--- config.mk ---
export PLATFORM = sky130hd
export DESIGN_NAME = muldiv_unit_flat
export DESIGN_NICKNAME = d
export VERILOG_FILES = /design/src/rtl/muldiv_unit_if.sv /design/src/rtl/muldiv_unit.sv /design/src/flat_wrapper.sv
export SDC_FILE = /design/constraint.sdc
export NUM_CORES = 1
export LEC_CHECK = 0
export CAP_MARGIN = 20
export CORE_MARGIN = 10
export CORE_UTILIZATION = 46
export DETAILED_ROUTE_END_ITERATION = 8
export PLACE_DENSITY = 0.67
export SETUP_SLACK_MARGIN = 0.5
export SLEW_MARGIN = 15
export SYNTH_ARGS = -nofsm -noshare
export SYNTH_HDL_FRONTEND = slang
export SYNTH_SLANG_ARGS = --single-unit
--- constraint.sdc ---
create_clock -name clk -period 4.91 [get_ports clk]
set_clock_uncertainty 0.1 [all_clocks]
set_input_delay 1.2275 -clock clk [delete_from_list [all_inputs] [get_ports clk]]
set_output_delay 1.2275 -clock clk [all_outputs]
set_load 0.05 [all_outputs]
--- src/rtl/muldiv_unit_if.sv ---
// Request/response bundle between the control unit and the HI/LO multiply-divide unit.
// Latency: none, this file only groups wires.
// Backpressure: the control unit stalls on busy and holds off further requests.
interface muldiv_unit_if;
  logic        start;
  logic [5:0]  alucontrol;
  logic [31:0] srca;
  logic [31:0] srcb;
  logic        busy;
  logic        done;
  logic [31:0] hi;
  logic [31:0] lo;
  logic [31:0] result;

  modport master (
    output start, alucontrol, srca, srcb,
    input  busy, done, hi, lo, result
  );

  modport slave (
    input  start, alucontrol, srca, srcb,
    output busy, done, hi, lo, result
  );
endinterface

--- src/rtl/muldiv_unit.sv ---
// Iterative 32x32 multiply / 32/32 restoring divide unit owning the MIPS HI/LO registers.
// Latency: 32 RUN cycles plus 1 FIX cycle; done pulses the cycle after FIX. mthi/mtlo take one edge.
// Backpressure: busy is high through RUN and FIX, and start is ignored while busy.
module muldiv_unit (
  input  logic          clk,
  input  logic          reset,
  muldiv_unit_if.slave  bus
);

  localparam logic [5:0] F_MFHI  = 6'b010000;
  localparam logic [5:0] F_MTHI  = 6'b010001;
  localparam logic [5:0] F_MFLO  = 6'b010010;
  localparam logic [5:0] F_MTLO  = 6'b010011;
  localparam logic [5:0] F_MULT  = 6'b011000;
  localparam logic [5:0] F_MULTU = 6'b011001;
  localparam logic [5:0] F_DIV   = 6'b011010;
  localparam logic [5:0] F_DIVU  = 6'b011011;

  typedef enum logic [1:0] {IDLE, RUN, FIX} state_t;

  state_t      state_q, state_d;
  logic [4:0]  cnt_q, cnt_d;
  // Multiply: {partial product, multiplier}. Divide: {remainder, dividend/quotient}.
  logic [63:0] acc_q, acc_d;
  // Multiplicand magnitude for multiply, divisor magnitude for divide.
  logic [31:0] opnd_q, opnd_d;
  logic        is_div_q, is_div_d;
  logic        neg_q, neg_d;     // sign of product / quotient
  logic        rneg_q, rneg_d;   // sign of remainder (follows dividend)
  logic        dz_q, dz_d;       // divide by zero: quotient forced to all ones
  logic [31:0] hi_q, hi_d;
  logic [31:0] lo_q, lo_d;
  logic        done_q, done_d;

  // One step of each datapath, computed from the current accumulator.
  logic [32:0] mul_sum;
  logic [63:0] mul_next;
  logic [32:0] div_trial;
  logic [31:0] div_diff;
  logic        div_ge;
  logic [63:0] div_next;
  logic [63:0] prod_neg;
  logic [31:0] quo_neg;
  logic [31:0] rem_neg;

  assign mul_sum   = {1'b0, acc_q[63:32]} + {1'b0, (acc_q[0] ? opnd_q : 32'd0)};
  assign mul_next  = {mul_sum, acc_q[31:1]};
  assign div_trial = {acc_q[63:32], acc_q[31]};
  assign div_ge    = div_trial >= {1'b0, opnd_q};
  assign div_diff  = div_trial[31:0] - opnd_q;
  assign div_next  = div_ge ? {div_diff, acc_q[30:0], 1'b1}
                            : {div_trial[31:0], acc_q[30:0], 1'b0};
  assign prod_neg  = ~acc_q + 64'd1;
  assign quo_neg   = ~acc_q[31:0] + 32'd1;
  assign rem_neg   = ~acc_q[63:32] + 32'd1;

  // Operand magnitudes and sign bookkeeping for a request arriving in IDLE.
  logic        req_signed;
  logic        req_div;
  logic [31:0] a_mag;
  logic [31:0] b_mag;

  assign req_signed = ~bus.alucontrol[0];
  assign req_div    = bus.alucontrol[1];
  assign a_mag      = (req_signed && bus.srca[31]) ? (~bus.srca + 32'd1) : bus.srca;
  assign b_mag      = (req_signed && bus.srcb[31]) ? (~bus.srcb + 32'd1) : bus.srcb;

  // State register and all datapath registers; reset clears everything.
  always_ff @(posedge clk) begin
    if (reset) begin
      state_q  <= IDLE;
      cnt_q    <= 5'd0;
      acc_q    <= 64'd0;
      opnd_q   <= 32'd0;
      is_div_q <= 1'b0;
      neg_q    <= 1'b0;
      rneg_q   <= 1'b0;
      dz_q     <= 1'b0;
      hi_q     <= 32'd0;
      lo_q     <= 32'd0;
      done_q   <= 1'b0;
    end else begin
      state_q  <= state_d;
      cnt_q    <= cnt_d;
      acc_q    <= acc_d;
      opnd_q   <= opnd_d;
      is_div_q <= is_div_d;
      neg_q    <= neg_d;
      rneg_q   <= rneg_d;
      dz_q     <= dz_d;
      hi_q     <= hi_d;
      lo_q     <= lo_d;
      done_q   <= done_d;
    end
  end

  // Next-state logic: accept requests in IDLE, iterate in RUN, sign-fix and write back in FIX.
  always_comb begin
    state_d  = state_q;
    cnt_d    = cnt_q;
    acc_d    = acc_q;
    opnd_d   = opnd_q;
    is_div_d = is_div_q;
    neg_d    = neg_q;
    rneg_d   = rneg_q;
    dz_d     = dz_q;
    hi_d     = hi_q;
    lo_d     = lo_q;
    done_d   = 1'b0;

    case (state_q)
      IDLE: begin
        if (bus.start) begin
          case (bus.alucontrol)
            F_MTHI: hi_d = bus.srca;
            F_MTLO: lo_d = bus.srca;
            F_MULT, F_MULTU, F_DIV, F_DIVU: begin
              state_d  = RUN;
              cnt_d    = 5'd31;
              is_div_d = req_div;
              acc_d    = {32'd0, (req_div ? a_mag : b_mag)};
              opnd_d   = req_div ? b_mag : a_mag;
              neg_d    = req_signed && (bus.srca[31] ^ bus.srcb[31]);
              rneg_d   = req_signed && bus.srca[31];
              dz_d     = req_div && (bus.srcb == 32'd0);
            end
            default: ;
          endcase
        end
      end
      RUN: begin
        acc_d = is_div_q ? div_next : mul_next;
        if (cnt_q == 5'd0) begin
          state_d = FIX;
        end else begin
          cnt_d = cnt_q - 5'd1;
        end
      end
      FIX: begin
        if (is_div_q) begin
          hi_d = rneg_q ? rem_neg : acc_q[63:32];
          lo_d = dz_q ? 32'hFFFF_FFFF : (neg_q ? quo_neg : acc_q[31:0]);
        end else begin
          {hi_d, lo_d} = neg_q ? prod_neg : acc_q;
        end
        done_d  = 1'b1;
        state_d = IDLE;
      end
      default: state_d = IDLE;
    endcase
  end

  assign bus.busy   = (state_q != IDLE);
  assign bus.done   = done_q;
  assign bus.hi     = hi_q;
  assign bus.lo     = lo_q;
  assign bus.result = (bus.alucontrol == F_MFHI) ? hi_q :
                      (bus.alucontrol == F_MFLO) ? lo_q : 32'd0;

endmodule

--- src/flat_wrapper.sv ---
// flat-port wrapper written by rule: the top's interface ports become plain ports
module muldiv_unit_flat 
  (clk, reset, bus_start, bus_alucontrol, bus_srca, bus_srcb, bus_busy, bus_done, bus_hi, bus_lo, bus_result);
  muldiv_unit_if bus_i ();
  input  logic clk;
  input  logic reset;
  input wire logic [$bits(bus_i.start)-1:0] bus_start;
  input wire logic [$bits(bus_i.alucontrol)-1:0] bus_alucontrol;
  input wire logic [$bits(bus_i.srca)-1:0] bus_srca;
  input wire logic [$bits(bus_i.srcb)-1:0] bus_srcb;
  output wire logic [$bits(bus_i.busy)-1:0] bus_busy;
  output wire logic [$bits(bus_i.done)-1:0] bus_done;
  output wire logic [$bits(bus_i.hi)-1:0] bus_hi;
  output wire logic [$bits(bus_i.lo)-1:0] bus_lo;
  output wire logic [$bits(bus_i.result)-1:0] bus_result;
  assign bus_i.start = bus_start;
  assign bus_i.alucontrol = bus_alucontrol;
  assign bus_i.srca = bus_srca;
  assign bus_i.srcb = bus_srcb;
  assign bus_busy = bus_i.busy;
  assign bus_done = bus_i.done;
  assign bus_hi = bus_i.hi;
  assign bus_lo = bus_i.lo;
  assign bus_result = bus_i.result;
  muldiv_unit u_core (.clk(clk), .reset(reset), .bus(bus_i));
endmodule
==> flow_metrics.tcl <==
set metrics [dict create \
    yosysMostFrequentCell "nor2_1" \
    antenna_found_initial 0 \
    maxCapViolCount 0 \
    dp_slack_ns 0.275 \
    drtPass1Iterations 6 \
    clock_sinks 172 \
    htreeDepth 4 \
    multiInputGateArea_um2 10900 \
    drcViolationCount 0 \
    cts-root-buf "clkbuf_16" \
    cts_buffer_depth 2 \
    crit_required_ns 3.58 \
    power_density_nw_per_um2 205 \
    crit_type "input port to output port" \
    gp_congestion 0.973 \
    slew_viol_final 0 \
    final.setup.tns_ns 0 \
    rows 66 \
    die_x_um 201 \
    grt_first_pass_wirelength_mm 94.0 \
    stdcell_count 2571 \
    status "finished, final reports clean" \
    clkLatencyLatePin_ns 0.46 \
    drtIter0Drc 1822 \
    ys_types 75 \
    gr-total-overflow 0 \
    r2r_cells 15 \
    synth_area_um2 15000 \
    crit_path_start_kind "input port" \
    fill_cells 3097 \
    cp_max_fo 32 \
    yosysTopAreaCell "dfxtp_1" \
    wirelength_mm 62.4 \
    finalHoldViolCount 0 \
    via_per_inst 6.30 \
    r2r_start "u_core.acc_q[0]" \
    drive_above_1_share 0.0737 \
    slew_headroom 0.251 \
    vias 16192 \
    min_path_type "flip-flop to flip-flop" \
    leakagePower_uw 0.00700 \
    async_flop_share 0 \
    grt_pass1_vias 15093 \
    holdCritStartpoint "u_core.opnd_q[29]" \
    seqCellArea_um2 3440 \
    initial_core_util 0.464 \
    crit_arrival_ns 2.98 \
    wire_per_inst_um 24.3 \
    final_util 0.557 \
    grt_usage 0.295 \
    cts.clk_slew.worst_paths_ns 0.07 \
    ys_seq_area_frac 0.229 \
    dp_cells 2538 \
    diodes 0 \
    grt_max_degree 86 \
    die_h_um 201 \
    dieArea_um2 40300 \
    synth_top_area_frac 0.229 \
    timing.final.ws_setup_ns 0.603 \
    critPathLaunch "bus_alucontrol[5]" \
    finalSetupViolCount 0 \
    fmax_ghz 0.232 \
    p_total_uw 3700 \
    finalCritPeriodShare 0.877 \
    ys_ff_latch 172 \
    postSynthNetCount 2173 \
    worst_slew_pin_slew_ns 1.12 \
    core_um2 32400 \
    numPortBuffers 170 \
    synth_cells 2028 \
    ir_drop_mv 0.267 \
    cts_tree "built" \
    avgSynthCellArea_um2 7.40 \
    holdBufCountCts 0 \
    hold_depth 2 \
    yosys-top-cells-count "274 x nor2_1, 172 x a21oi_1, 172 x dfxtp_1" \
    end_kind "output port" \
    area_delta_synth_final_pct 20.1 \
    synth_ff_type "dfxtp_1" \
    dp_hpwl_mm 47.9 \
    final_antenna_net_count 0 \
    layout_min_cycle_time_ns 4.31 \
    synth_area_leaders "dfxtp_1 23%, mux2i_1 9.1%, nor2_1 6.8%" \
    synth_edf_count 0 \
    yosysWarnings 0 \
    rsz0062_at_grt "no" \
    io_pins 171 \
    cts_buffers 17 \
    final_nets 2261 \
]
sequential cells by signal, indices dropped and copies added, names as in the netlist:
signal,flops
u_core.state_q,2
u_core.is_div_q,1
u_core.opnd_q,32
u_core.cnt_q,5
u_core.bus.done,1
u_core.bus.hi,32
u_core.dz_q,1
u_core.bus.lo,32
u_core.acc_q,64
u_core.rneg_q,1
u_core.neg_q,1
worst paths after layout:
| check | to | slack [ns] |
|---|---|---|
| setup / recovery | bus_result[4] | 0.60 |
| hold / removal | u_core.opnd_q[29] | 0.36 |
| setup reg to reg | u_core.acc_q[57] | 0.63 |
| hold reg to reg | u_core.opnd_q[29] | 0.36 |
timing repair:
action / 4_1_cts / 5_1_grt
hold endpoints to repair: 0 / 0
pin swaps: 0 / 1
gates resized for setup: 1 / 4
endpoints found under the setup margin: 32 / 37
buffers inserted: 0 / 0
kinds of logic (layout without fill, tap and decap cells):
kind of cell | after synthesis | count (layout) | share of synthesized area
simple gates | 660 | 660 | 0.204
compound gates | 605 | 605 | 0.260
buf+inv | 208 | 309 | 0.0531
flops | 172 | 172 | 0.229
xor+xnor | 170 | 170 | 0.0992
mux | 141 | 141 | 0.0943
fa+ha+maj | 72 | 72 | 0.0610
cells in the final DEF (no fill, tap or decap), types with 25 or more instances in the layout:
cell and count:
nand2_1 150, buf_4 45, o211ai_1 25, buf_12 33
clkdlybuf4s50_1 136, mux2i_1 137, a21o_1 31, a21oi_1 171
o21ai_0 122, nor3_1 51, ha_1 70, a211oi_1 73
xnor2_1 69, xor2_1 101, nor2_1 271, a221oi_1 26
dfxtp_1 171, inv_1 61
stage by stage:
step	hold WS [ns]	area, um^2
6_report	0.360	18000
5_1_grt	0.390	18000
4_1_cts	0.364	18000
3_5_place_dp	0.349	17400
3_3_place_gp	0.346	17400
2_1_floorplan	0.332	15000
report_power, final:
group          total [uW]  leakage [uW]  internal (uW)  switching, uW
registers            1450       0.00139           1410           33.8
logic                 810       0.00532            312            498
clock network        1440      0.000283            765            677
total                3700       0.00700           2490           1210
worst max-delay path: stages:
cell             delay (ns)
clkdlybuf4s50_1        0.43
nor3b_2                0.25
nand2b_1               0.16
or2_4                  0.42
nor2_1                 0.28
buf_12                 0.17
routing by layer:
metal | wire, um | up-vias | global-route usage
met1 | 26600 | 7696 | 0.380
met2 | 28000 | 818 | 0.470
met5 | 0 | - | 0
met4 | 3270 | 0 | 0.145
met3 | 4550 | 170 | 0.0487
li1 | - | 7508 | -
layout make-up:
| class | instances | share of cell area |
|---|---|---|
| Clock buffer | 19 | 0.0240 |
| Clock inverter | 13 | 0.00860 |
| Inverter | 62 | 0.0129 |
| Multi-Input combinational cell | 1648 | 0.601 |
| Sequential cell | 172 | 0.191 |
| Tap cell | 442 | 0.0307 |
| Timing Repair Buffer | 215 | 0.131 |
(Power assumes the default switching activity.)
